$ cat src/rtl/dual_issue_fetch_if.sv
// Fetch/issue bundle: instruction-memory port, branch-unit controls and the two issue slots.
// Latency: none, wires only.
// Backpressure: stall_in from the pipelines; redirect_in from the branch unit.
interface dual_issue_fetch_if;
    logic        imem_req_out;
    logic [7:0]  imem_addr0_out;
    logic [7:0]  imem_addr1_out;
    logic [15:0] imem_rdata0_in;
    logic [15:0] imem_rdata1_in;
    logic        stall_in;
    logic        redirect_in;
    logic [7:0]  redirect_pc_in;
    logic [15:0] p0_IR_out;
    logic [7:0]  p0_PC_out;
    logic        p0_valid_out;
    logic [15:0] p1_IR_out;
    logic [7:0]  p1_PC_out;
    logic        p1_valid_out;
    logic        halted_out;

    modport master (
        output imem_req_out, imem_addr0_out, imem_addr1_out,
        input  imem_rdata0_in, imem_rdata1_in,
        input  stall_in, redirect_in, redirect_pc_in,
        output p0_IR_out, p0_PC_out, p0_valid_out,
        output p1_IR_out, p1_PC_out, p1_valid_out,
        output halted_out
    );

    modport slave (
        input  imem_req_out, imem_addr0_out, imem_addr1_out,
        output imem_rdata0_in, imem_rdata1_in,
        output stall_in, redirect_in, redirect_pc_in,
        input  p0_IR_out, p0_PC_out, p0_valid_out,
        input  p1_IR_out, p1_PC_out, p1_valid_out,
        input  halted_out
    );
endinterface

$ cat src/rtl/dual_issue_fetch.sv
// Dual-issue front end: fetches word pairs into a {PC,IR} queue and issues 0/1/2 per cycle.
// Latency: request -> push 1 cycle, push -> issue 1 cycle (fetch to issue 3 edges minimum).
// Backpressure: stall_in freezes issue registers and pops; fetch throttled so the queue never overflows.
module dual_issue_fetch #(
    parameter int DEPTH = 4
) (
    input  logic              clk,
    input  logic              rst,
    dual_issue_fetch_if.master bus
);
    localparam int AW = $clog2(DEPTH);
    localparam int CW = AW + 1;
    localparam logic [CW-1:0] TWO = CW'(2);

    typedef struct packed {
        logic [7:0]  pc;
        logic [15:0] ir;
    } entry_t;

    entry_t          q [DEPTH];
    logic [AW-1:0]   head, tail;
    logic [CW-1:0]   count;
    logic [7:0]      fpc, req_pc;
    logic            inflight, drop, halted;
    entry_t          s0_r, s1_r;
    logic            v0_r, v1_r;

    entry_t          e0, e1;
    logic            hazard, v0_n, v1_n, push_en, fetch_req;
    logic [CW-1:0]   pop_n;

    function automatic logic is_ctrl(input logic [2:0] op);
        return (op == 3'b001) || (op == 3'b010) || (op == 3'b111);
    endfunction

    function automatic logic writes_reg(input logic [15:0] ir);
        return ((ir[15:13] == 3'b101) && (ir[12:11] != 2'b01)) ||
               (ir[15:13] == 3'b110) || (ir[15:13] == 3'b011);
    endfunction

    function automatic logic [2:0] dest(input logic [15:0] ir);
        return ((ir[15:13] == 3'b110) && (ir[12:11] == 2'b10)) ? ir[10:8] : ir[7:5];
    endfunction

    // Pairing decision, pop count and fetch throttle from pre-update state.
    always_comb begin
        e0        = q[head];
        e1        = q[head + AW'(1)];
        hazard    = writes_reg(e0.ir) &&
                    ((dest(e0.ir) == e1.ir[10:8]) || (dest(e0.ir) == e1.ir[7:5]) ||
                     (dest(e0.ir) == e1.ir[2:0]));
        v0_n      = (count != '0);
        v1_n      = (count >= TWO) && !is_ctrl(e0.ir[15:13]) && !is_ctrl(e1.ir[15:13]) && !hazard;
        pop_n     = '0;
        if (!bus.stall_in && !halted)
            pop_n = CW'(v0_n) + CW'(v1_n);
        push_en   = inflight && !drop;
        fetch_req = rst && !halted && !bus.redirect_in &&
                    ((32'(count) + (inflight ? 32'd2 : 32'd0)) <= 32'(DEPTH - 2));
    end

    // Control state: pointers, fetch PC, in-flight tracking and issue registers.
    always_ff @(posedge clk) begin
        if (!rst) begin
            fpc      <= '0;
            req_pc   <= '0;
            head     <= '0;
            tail     <= '0;
            count    <= '0;
            inflight <= 1'b0;
            drop     <= 1'b0;
            halted   <= 1'b0;
            s0_r     <= '0;
            s1_r     <= '0;
            v0_r     <= 1'b0;
            v1_r     <= 1'b0;
        end else if (bus.redirect_in) begin
            fpc      <= bus.redirect_pc_in;
            head     <= '0;
            tail     <= '0;
            count    <= '0;
            inflight <= 1'b0;
            drop     <= 1'b1;
            halted   <= 1'b0;
            s0_r     <= '0;
            s1_r     <= '0;
            v0_r     <= 1'b0;
            v1_r     <= 1'b0;
        end else begin
            drop     <= 1'b0;
            inflight <= fetch_req;
            if (fetch_req) begin
                req_pc <= fpc;
                fpc    <= fpc + 8'd2;
            end
            if (push_en)
                tail <= tail + AW'(2);
            head  <= head + pop_n[AW-1:0];
            count <= count + (push_en ? TWO : '0) - pop_n;
            if (!bus.stall_in) begin
                if (halted) begin
                    s0_r <= '0;
                    s1_r <= '0;
                    v0_r <= 1'b0;
                    v1_r <= 1'b0;
                end else begin
                    v0_r <= v0_n;
                    v1_r <= v1_n;
                    s0_r <= v0_n ? e0 : '0;
                    s1_r <= v1_n ? e1 : '0;
                    if (v0_n && (e0.ir[15:13] == 3'b111))
                        halted <= 1'b1;
                end
            end
        end
    end

    // Queue storage: returned pair written at the tail, tagged with the request PC.
    always_ff @(posedge clk) begin
        if (rst && !bus.redirect_in && push_en) begin
            q[tail]          <= {req_pc, bus.imem_rdata0_in};
            q[tail + AW'(1)] <= {req_pc + 8'd1, bus.imem_rdata1_in};
        end
    end

    assign bus.imem_req_out   = fetch_req;
    assign bus.imem_addr0_out = fetch_req ? fpc : 8'h00;
    assign bus.imem_addr1_out = fetch_req ? (fpc + 8'd1) : 8'h00;
    assign bus.p0_IR_out      = s0_r.ir;
    assign bus.p0_PC_out      = s0_r.pc;
    assign bus.p0_valid_out   = v0_r;
    assign bus.p1_IR_out      = s1_r.ir;
    assign bus.p1_PC_out      = s1_r.pc;
    assign bus.p1_valid_out   = v1_r;
    assign bus.halted_out     = halted;
endmodule

$ cat src/flat_wrapper.sv
// flat-port wrapper written by rule: the top's interface ports become plain ports
module dual_issue_fetch_flat 
#(
    parameter int DEPTH = 4
)
  (clk, rst, bus_imem_req_out, bus_imem_addr0_out, bus_imem_addr1_out, bus_imem_rdata0_in, bus_imem_rdata1_in, bus_stall_in, bus_redirect_in, bus_redirect_pc_in, bus_p0_IR_out, bus_p0_PC_out, bus_p0_valid_out, bus_p1_IR_out, bus_p1_PC_out, bus_p1_valid_out, bus_halted_out);
  dual_issue_fetch_if bus_i ();
  input  logic clk;
  input  logic rst;
  output wire logic [$bits(bus_i.imem_req_out)-1:0] bus_imem_req_out;
  output wire logic [$bits(bus_i.imem_addr0_out)-1:0] bus_imem_addr0_out;
  output wire logic [$bits(bus_i.imem_addr1_out)-1:0] bus_imem_addr1_out;
  input wire logic [$bits(bus_i.imem_rdata0_in)-1:0] bus_imem_rdata0_in;
  input wire logic [$bits(bus_i.imem_rdata1_in)-1:0] bus_imem_rdata1_in;
  input wire logic [$bits(bus_i.stall_in)-1:0] bus_stall_in;
  input wire logic [$bits(bus_i.redirect_in)-1:0] bus_redirect_in;
  input wire logic [$bits(bus_i.redirect_pc_in)-1:0] bus_redirect_pc_in;
  output wire logic [$bits(bus_i.p0_IR_out)-1:0] bus_p0_IR_out;
  output wire logic [$bits(bus_i.p0_PC_out)-1:0] bus_p0_PC_out;
  output wire logic [$bits(bus_i.p0_valid_out)-1:0] bus_p0_valid_out;
  output wire logic [$bits(bus_i.p1_IR_out)-1:0] bus_p1_IR_out;
  output wire logic [$bits(bus_i.p1_PC_out)-1:0] bus_p1_PC_out;
  output wire logic [$bits(bus_i.p1_valid_out)-1:0] bus_p1_valid_out;
  output wire logic [$bits(bus_i.halted_out)-1:0] bus_halted_out;
  assign bus_imem_req_out = bus_i.imem_req_out;
  assign bus_imem_addr0_out = bus_i.imem_addr0_out;
  assign bus_imem_addr1_out = bus_i.imem_addr1_out;
  assign bus_i.imem_rdata0_in = bus_imem_rdata0_in;
  assign bus_i.imem_rdata1_in = bus_imem_rdata1_in;
  assign bus_i.stall_in = bus_stall_in;
  assign bus_i.redirect_in = bus_redirect_in;
  assign bus_i.redirect_pc_in = bus_redirect_pc_in;
  assign bus_p0_IR_out = bus_i.p0_IR_out;
  assign bus_p0_PC_out = bus_i.p0_PC_out;
  assign bus_p0_valid_out = bus_i.p0_valid_out;
  assign bus_p1_IR_out = bus_i.p1_IR_out;
  assign bus_p1_PC_out = bus_i.p1_PC_out;
  assign bus_p1_valid_out = bus_i.p1_valid_out;
  assign bus_halted_out = bus_i.halted_out;
  dual_issue_fetch #(.DEPTH(DEPTH)) u_core (.clk(clk), .rst(rst), .bus(bus_i));
endmodule
$ cat config.mk
export PLATFORM = sky130hd
export DESIGN_NAME = dual_issue_fetch_flat
export DESIGN_NICKNAME = d
export VERILOG_FILES = /design/src/rtl/dual_issue_fetch_if.sv /design/src/rtl/dual_issue_fetch.sv /design/src/flat_wrapper.sv
export SDC_FILE = /design/constraint.sdc
export NUM_CORES = 1
export LEC_CHECK = 0
export BUFFER_PORTS_ARGS = -buffer_cell sky130_fd_sc_hd__buf_4
export CORE_ASPECT_RATIO = 1.5
export CORE_MARGIN = 8
export CORE_UTILIZATION = 57
export CTS_CLUSTER_DIAMETER = 30
export DETAILED_ROUTE_END_ITERATION = 10
export PLACE_DENSITY_LB_ADDON = 0.08
export SLEW_MARGIN = 5
export SYNTH_ARGS = -nofsm -noshare
export SYNTH_HDL_FRONTEND = slang
export SYNTH_SLANG_ARGS = --single-unit
$ cat constraint.sdc
create_clock -name clk -period 6.4 [get_ports clk]
set_input_delay 0.64 -clock clk [delete_from_list [all_inputs] [get_ports clk]]
set_output_delay 0.64 -clock clk [all_outputs]
set_load 0.02 [all_outputs]
==> results of run 1 <==
==> power by group <==
part,switching (uW),leakage (uW),internal [uW]
registers,61.2,0.00148,1210
logic,325,0.00163,271
clock network,407,0.000274,561
==> per-layer routing <==
| layer | wire length, um | vias to the layer above | track usage, % |
|---|---|---|---|
| li1 | - | 2377 | - |
| met1 | 6300 | 2460 | 20.7 |
| met2 | 9690 | 156 | 37.3 |
| met3 | 841 | 32 | 4.75 |
| met4 | 448 | 0 | 9.43 |
| met5 | 0 | - | 0 |
==> final timing paths <==
kind                                                             end  slack (ns)
worst max-delay path                      u_core.count[2]$_SDFF_PP0_        1.82
worst min-delay path                        u_core.q[2][6]$_DFFE_PP_        0.41
worst max register to register            u_core.count[2]$_SDFF_PP0_        1.82
worst min register to register  u_core.bus.p1_IR_out[5]$_SDFFE_PP0N_        0.45
==> logic make-up after synthesis <==
kind of cell               after synthesis  share of synthesized area (%)
and+or+nand+nor                        171                           10.8
DFF                                    171                           56.5
AOI/OAI and AO/OA                       84                           8.66
buffers and inverters                   60                           3.50
muxes                                   55                           14.8
xor gates and xnor gates                34                           3.84
adders and majority gates               11                           1.87
==> state kept, by name, indices dropped and copies added, names as in the netlist, 2 cells and up <==
signal                flops
u_core.bus.p1_PC_out      8
u_core.bus.p0_IR_out     16
u_core.bus.p0_PC_out      8
u_core.count              3
u_core.bus.p1_IR_out     16
u_core.head               2
u_core.fpc                8
u_core.q                 96
u_core.req_pc             8
==> placed cells by master, fill, tap and decap left out, types with 7 or more instances in the layout <==
cell type                   Yosys  final
sky130_fd_sc_hd__o31ai_1        7      7
sky130_fd_sc_hd__and2_1        26     26
sky130_fd_sc_hd__dfxtp_1       75     73
sky130_fd_sc_hd__mux4_2        45     45
sky130_fd_sc_hd__a22oi_1       24     24
sky130_fd_sc_hd__ha_1          10     10
sky130_fd_sc_hd__o21ai_2       13     13
sky130_fd_sc_hd__inv_1         22     22
sky130_fd_sc_hd__buf_4          1    121
sky130_fd_sc_hd__o21ai_0       10     10
sky130_fd_sc_hd__o21a_1         9      9
sky130_fd_sc_hd__xor2_1        12     12
sky130_fd_sc_hd__nand3_1       10     10
sky130_fd_sc_hd__edfxtp_1      96     96
sky130_fd_sc_hd__nand2_1       56     56
sky130_fd_sc_hd__clkbuf_16      0     18
sky130_fd_sc_hd__nor2_1        42     42
sky130_fd_sc_hd__xnor2_1       22     22
==> final cells by class <==
type	instances	area [um2]	area share (%)
sequential	171	4390	47.3
multi-input combinational	355	3120	33.6
timing repair buffer	121	908	9.79
clock buffer	20	458	4.94
tap	162	203	2.19
clock inverter	12	111	1.20
inverter	24	90.1	0.971
==> per-stage QoR <==
step / hold slack (ns) / setup WS [ns]
after floorplan: 0.446 / 1.30
final: 0.405 / 1.82
after global placement: 0.441 / 1.88
after detailed placement: 0.443 / 1.80
after global routing: 0.383 / 1.56
after CTS: 0.387 / 1.77
==> worst max-delay path: stages, from the launching register on <==
cell and delay, ns:
sky130_fd_sc_hd__dfxtp_2 0.90, sky130_fd_sc_hd__buf_4 0.49, sky130_fd_sc_hd__mux4_2 0.61, sky130_fd_sc_hd__or4_1 0.50, sky130_fd_sc_hd__nand4_1 0.12, sky130_fd_sc_hd__nand4_2 0.14
sky130_fd_sc_hd__a31oi_4 0.20, sky130_fd_sc_hd__inv_2 0.05, sky130_fd_sc_hd__ha_1 0.18, sky130_fd_sc_hd__and2_1 0.17, sky130_fd_sc_hd__fa_1 0.49, sky130_fd_sc_hd__inv_1 0.04
sky130_fd_sc_hd__ha_1 0.20, sky130_fd_sc_hd__xnor2_1 0.16, sky130_fd_sc_hd__xnor2_1 0.13, sky130_fd_sc_hd__nor2_1 0.05
==> impl_results.md, run 1 <==
- Result of the run: completed
- Clock sink count: roughly 170
- Post-synth top flop: sky130_fd_sc_hd__edfxtp_1
- Post-Syn Nets: between 600 and 700
- Die height: ~160 um
- Initial core utilization: approximately 58%
- Layout fillers: between 900 and 1000
- Post-Syn Area per Cell: between 10 and 15 um2
- Final clock skew: a little over 0.01 ns
- H-tree level count: 4
- Leakage power figure: roughly 0.0034 uW
- Vias post-DR: about 5000
- Proportion of synthesized flip-flops having asynchronous set or reset: 0%
- Maximum VDD drop: 191 uV
- TritonCTS clock tree: yes
- Global router's overall resource usage: approximately a fifth
- Max Clock Freq: approximately 0.22 GHz
- Worst setup path startpoint: u_core.head[0]$_SDFF_PP0_
- Count of instances resized after the clock tree is built: 0
- Most frequent cells after synthesis: sky130_fd_sc_hd__edfxtp_1 (96), sky130_fd_sc_hd__dfxtp_1 (75), sky130_fd_sc_hd__nand2_1 (56)
- Period Utilization, post-route: a little under three quarters
- Post-Route Utilization: around 69%
- Number of max-cap violations: 0
- Cell area after synthesis: around 0.0078 mm2
- Core region area: around 0.013 mm2
- Pin count of the biggest net entering global routing: 37
- Critical path peak fanout: 31
- Clock transition at the register clock pins on the worst setup and hold paths after CTS: roughly 0.07 ns
- EDFF count, synth: 96
- Sequential area share after synthesis: a little under three fifths
- First-pass GRT wire length: approximately 28000 um
- Min cycle time layout: around 4.6 ns
- FP Rows: 52
- Count of hold buffers inserted by post-cts repair: 0
- Hold Vio Cnt, Final: 0
- Actual slew at the worst max-slew pin: about 0.98 ns
- Beginning of the worst hold path: bus_imem_rdata0_in[6]
- Vias in the first global route: around 5500
- Critical path class: reg -> reg
- Setup repair after global routing missed its margin: false
- Cell Pwr Density: about 310 mW/mm2
- Arrival time of data at the critical path endpoint: 4.86 ns
- Startpoint kind of the worst setup timing path: register
- Master cell of the clock root buffer: sky130_fd_sc_hd__clkbuf_16
- Seq cells post-synth: 171
- Cell types with the largest area share after synthesis: sky130_fd_sc_hd__edfxtp_1 (37%), sky130_fd_sc_hd__dfxtp_1 (19%), sky130_fd_sc_hd__mux4_2 (13%)
- Fin Setup TNS: 0 ns
- Overall routed net length: between 15000 and 20000 um
- DRC Markers: 0
- Final #Nets: 745
- Number of DRC markers after the initial detailed-route iteration: around 210
- Library cell with the highest instance count after synthesis: sky130_fd_sc_hd__edfxtp_1
- ANT cells: 0
- Area grow syn2layout: 19.5%
- Total congestion overflow: 0
- Relative slew margins: 34.5%
- Instance count along the most critical hold path: 1
- Cell count after synthesis: 586
- Vias per Instance: between 5 and 6
- Post-CTS Repair Setup Buffers: 0
- Total clock buffers created by CTS: 17
- Clock latency at the later pin of the worst-skew pair: 0.42 ns
- Number of standard cells in the layout, taps in and fillers out: between 800 and 900
- Die span in x: between 100 and 150 um
- Initial antenna violation count: 0
- Library cell occupying the most area in the post-synthesis netlist: sky130_fd_sc_hd__edfxtp_1
- Routed len/inst: around 20 um
- Number of pins exceeding their max-slew limit in the final report: 0
- Final total power: ~2800 uW
- Area of placed instances: between 0.008 and 0.009 mm2
- Die area: around 0.018 mm2
- Critical R2R Launch: u_core.head[0]$_SDFF_PP0_
- Buffers on Ports: 111
- Layout cell share with drive strength beyond 1: 32.1%
- Count of warnings emitted by yosys: 0
- Final Setup Violations: 0
- CP Capture Type: register
- Placed cell count: roughly 830
- DR pass1 iterations: 5
- Ports: about 110
- Tightest Hold Check Type: in -> reg
- Depth of the most critical reg-to-reg path: 15
- Area share of the leading cell type in the synthesized netlist: 37.2%
- Gpl congestion: roughly 0.86
- Clock tree buffer depth: 2
- Worst endpoint required time: between 6 and 7 ns
- Area of all placed cells without fillers: just over 0.009 mm2
- Post-DP HPWL: around 13000 um
- DRT antenna net count: 0
- Unique masters post-synth: between 50 and 60
Power figures use the tool's default switching activity.
==> inputs of run 2 (changes only) <==
==> constraint.sdc (replaced) <==
create_clock -name clk -period 4.8 [get_ports clk]
set_input_delay 0.48 -clock clk [delete_from_list [all_inputs] [get_ports clk]]
set_output_delay 0.48 -clock clk [all_outputs]
set_load 0.02 [all_outputs]
==> run 2 against run 1 <==
Against the previous run:
- utilization increased by 0.19 points
- critical path depth unchanged
- wire length up 5.4%
- combinational power rose by 38%
- sequential share of layout area decreased by 0.13 points
- critical endpoint unchanged
- largest power group unchanged
- highest routed layer unchanged
==> impl_results.md, run 2 (synthesis results as in run 1) <==
- Worst setup endpoint: u_core.count[2]$_SDFF_PP0_
- FP Rows: 52
- Setup repair after global routing missed its margin: false
- Initial core utilization: 57.9%
- Buffers on Ports: approximately 110
- Global router's overall resource usage: a little over a fifth
- Vias in the first global route: 5392
- Total congestion overflow: 0
- Worst setup path startpoint: u_core.head[0]$_SDFF_PP0_
- Number of pins exceeding their max-slew limit in the final report: 0
- Layout cell share with drive strength beyond 1: between 30 and 40%
- Actual slew at the worst max-slew pin: between 1 and 1.5 ns
- Number of flip-flops in the largest register: 96
- Pin count of the biggest net entering global routing: 34
- Critical path, cell by cell: buf_4, mux4_2, or4_1, nand4_1, nand4_2, a31oi_4, inv_2, ha_1, and2_1, fa_1, inv_1, ha_1, xnor2_1, xnor2_1, nor2_1
- Most frequent standard cell in the layout excluding fill and tap cells: sky130_fd_sc_hd__buf_4
- Post-CTS Repair Setup Buffers: 0
- Final worst-path setup slack: 0.576 ns
- DR pass1 iterations: 7
- Tightest Hold Check Type: in -> reg
- Master cell of the clock root buffer: sky130_fd_sc_hd__clkbuf_16
- Period Utilization, post-route: between 80% and 90%
- Top cell family by delay on the critical path: simple AND/OR/NAND/NOR gates
- Startpoint kind of the worst setup timing path: register
- Initial antenna violation count: 0
- Cell at the slowest stage of the critical path: sky130_fd_sc_hd__mux4_2
- Hold Vio Cnt, Final: 0
- First-pass GRT wire length: between 20000 and 30000 um
- Final #Nets: between 700 and 800
- Ports: about 110
- Setup slack on the worst flop-to-flop path: 0.58 ns
- Overall routed net length: 18200 um
- Fin Setup TNS: 0 ns
- DRT antenna net count: 0
- H-tree level count: 4
- Core region area: 0.0134 mm2
- Leakage power figure: roughly 0.0034 uW
- Post-DP HPWL: between 10000 and 15000 um
- Die height: 159 um
- Critical path peak fanout: 22
- Die span in x: ~110 um
- Worst setup slack after placement: roughly 0.55 ns
- Vias post-DR: 5137
- Number of max-cap violations: 0
- Gpl congestion: roughly 0.83
- Cell Pwr Density: a little over 400 mW/mm2
- Clock transition at the register clock pins on the worst setup and hold paths after CTS: 0.07 ns
- Min cycle time layout: about 4.2 ns
- Arrival time of data at the critical path endpoint: 4.51 ns
- TritonCTS clock tree: yes
- Final Setup Violations: 0
- Vias per Instance: slightly below 6
- Critical path class: reg -> reg
- DRC Markers: 0
- Depth of the most critical reg-to-reg path: 15
- Area grow syn2layout: 19.9%
- Total clock buffers created by CTS: 17
- Crit Reg-Reg Endpoint: u_core.count[2]$_SDFF_PP0_
- Buffer and inverter count on the worst path: 3
- Final total power: 3800 uW
- Count of hold buffers inserted by post-cts repair: 0
- Instance count on the critical path: 15
- Result of the run: completed
- CP Capture Type: register
- Final clock skew: ~0.014 ns
- Die area: around 0.018 mm2
- Crit path largest cell delay: 0.61 ns
- Count of instances resized after the clock tree is built: 0
- Clock sink count: 171
- Area of placed instances: 0.00873 mm2
- Register bank with the most flops: u_core.q
- Number of DRC markers after the initial detailed-route iteration: between 200 and 300
- Clock latency at the later pin of the worst-skew pair: 0.42 ns
- Critical R2R Launch: u_core.head[0]$_SDFF_PP0_
- ANT cells: 0
- Commonest cells after routing, fill and taps aside: sky130_fd_sc_hd__buf_4 (120), sky130_fd_sc_hd__edfxtp_1 (96), sky130_fd_sc_hd__dfxtp_1 (73)
- Area of all placed cells without fillers: 0.00930 mm2
- Relative slew margins: 26.3%
- Worst endpoint required time: 5.09 ns
- Clock tree buffer depth: 2
- Routed len/inst: 21.1 um
- Max Clock Freq: ~0.24 GHz
- Maximum VDD drop: ~260 uV
==> run 2: worst reg2reg max path: cells and delay by family, from the launching register on <==
| family | cells | cell delay, ns |
|---|---|---|
| multiplexers | 1 | 0.63 |
| AND/OR/NAND/NOR | 5 | 0.96 |
| AO/OA/AOI/OAI | 1 | 0.20 |
| buffers and inverters | 3 | 0.52 |
| flip-flops | 1 | 0.59 |
| XOR/XNOR | 2 | 0.31 |
| adder cells (fa/ha/maj) | 3 | 0.87 |
==> run 2: how the worst min path moves through the flow <==
stage / endpoint / depth (start not counted) / from / slack (ns)
6_report: u_core.q[1][6]$_DFFE_PP_ / 1 / bus_imem_rdata1_in[6] / 0.24
5_1_grt: u_core.q[1][5]$_DFFE_PP_ / 1 / bus_imem_rdata1_in[5] / 0.23
4_1_cts: u_core.q[3][6]$_DFFE_PP_ / 1 / bus_imem_rdata1_in[6] / 0.23
3_5_place_dp: u_core.bus.p1_IR_out[5]$_SDFFE_PP0N_ / 2 / u_core.bus.p1_IR_out[5]$_SDFFE_PP0N_ / 0.45
3_3_place_gp: u_core.bus.p1_IR_out[7]$_SDFFE_PP0N_ / 2 / u_core.bus.p1_IR_out[7]$_SDFFE_PP0N_ / 0.44
2_1_floorplan: u_core.tail[1]$_SDFFE_PP0P_ / 2 / u_core.tail[1]$_SDFFE_PP0P_ / 0.46
==> run 2: layout make-up <==
type | instances | area, um2
Clock buffer | 24 | 515
Timing Repair Buffer | 121 | 921
Sequential cell | 171 | 4390
Inverter | 24 | 90.1
Fill cell | 959 | 4100
Tap cell | 162 | 203
Multi-Input combinational cell | 355 | 3130
Clock inverter | 8 | 55.1
==> run 2: report_power, final <==
group	leakage, uW	total, uW	switching [uW]	internal [uW]
sequential	0.00148	1680	64.3	1610
combinational	0.00164	823	459	364
clock	0.000280	1300	544	756
total	0.00340	3800	1070	2730
==> run 2: per-layer routing <==
layer	wire [um]	share of wire [%]	track usage, %	up-vias
li1	-	-	-	2375
met1	6720	37	21.7	2559
met2	10100	56	38.5	167
met3	950	5.2	5.43	36
met4	435	2.4	8.28	0
met5	0	0	0	-
==> run 2: metrics by stage <==
| step | utilization (%) | hold WS (ns) | cells |
|---|---|---|---|
| finish | 69.4 | 0.238 | 865 |
| global route | 69.4 | 0.225 | 865 |
| CTS | 69.4 | 0.226 | 865 |
| detailed placement | 65.1 | 0.445 | 833 |
| global placement | 65.1 | 0.442 | 833 |
| floorplan | - | 0.456 | 586 |
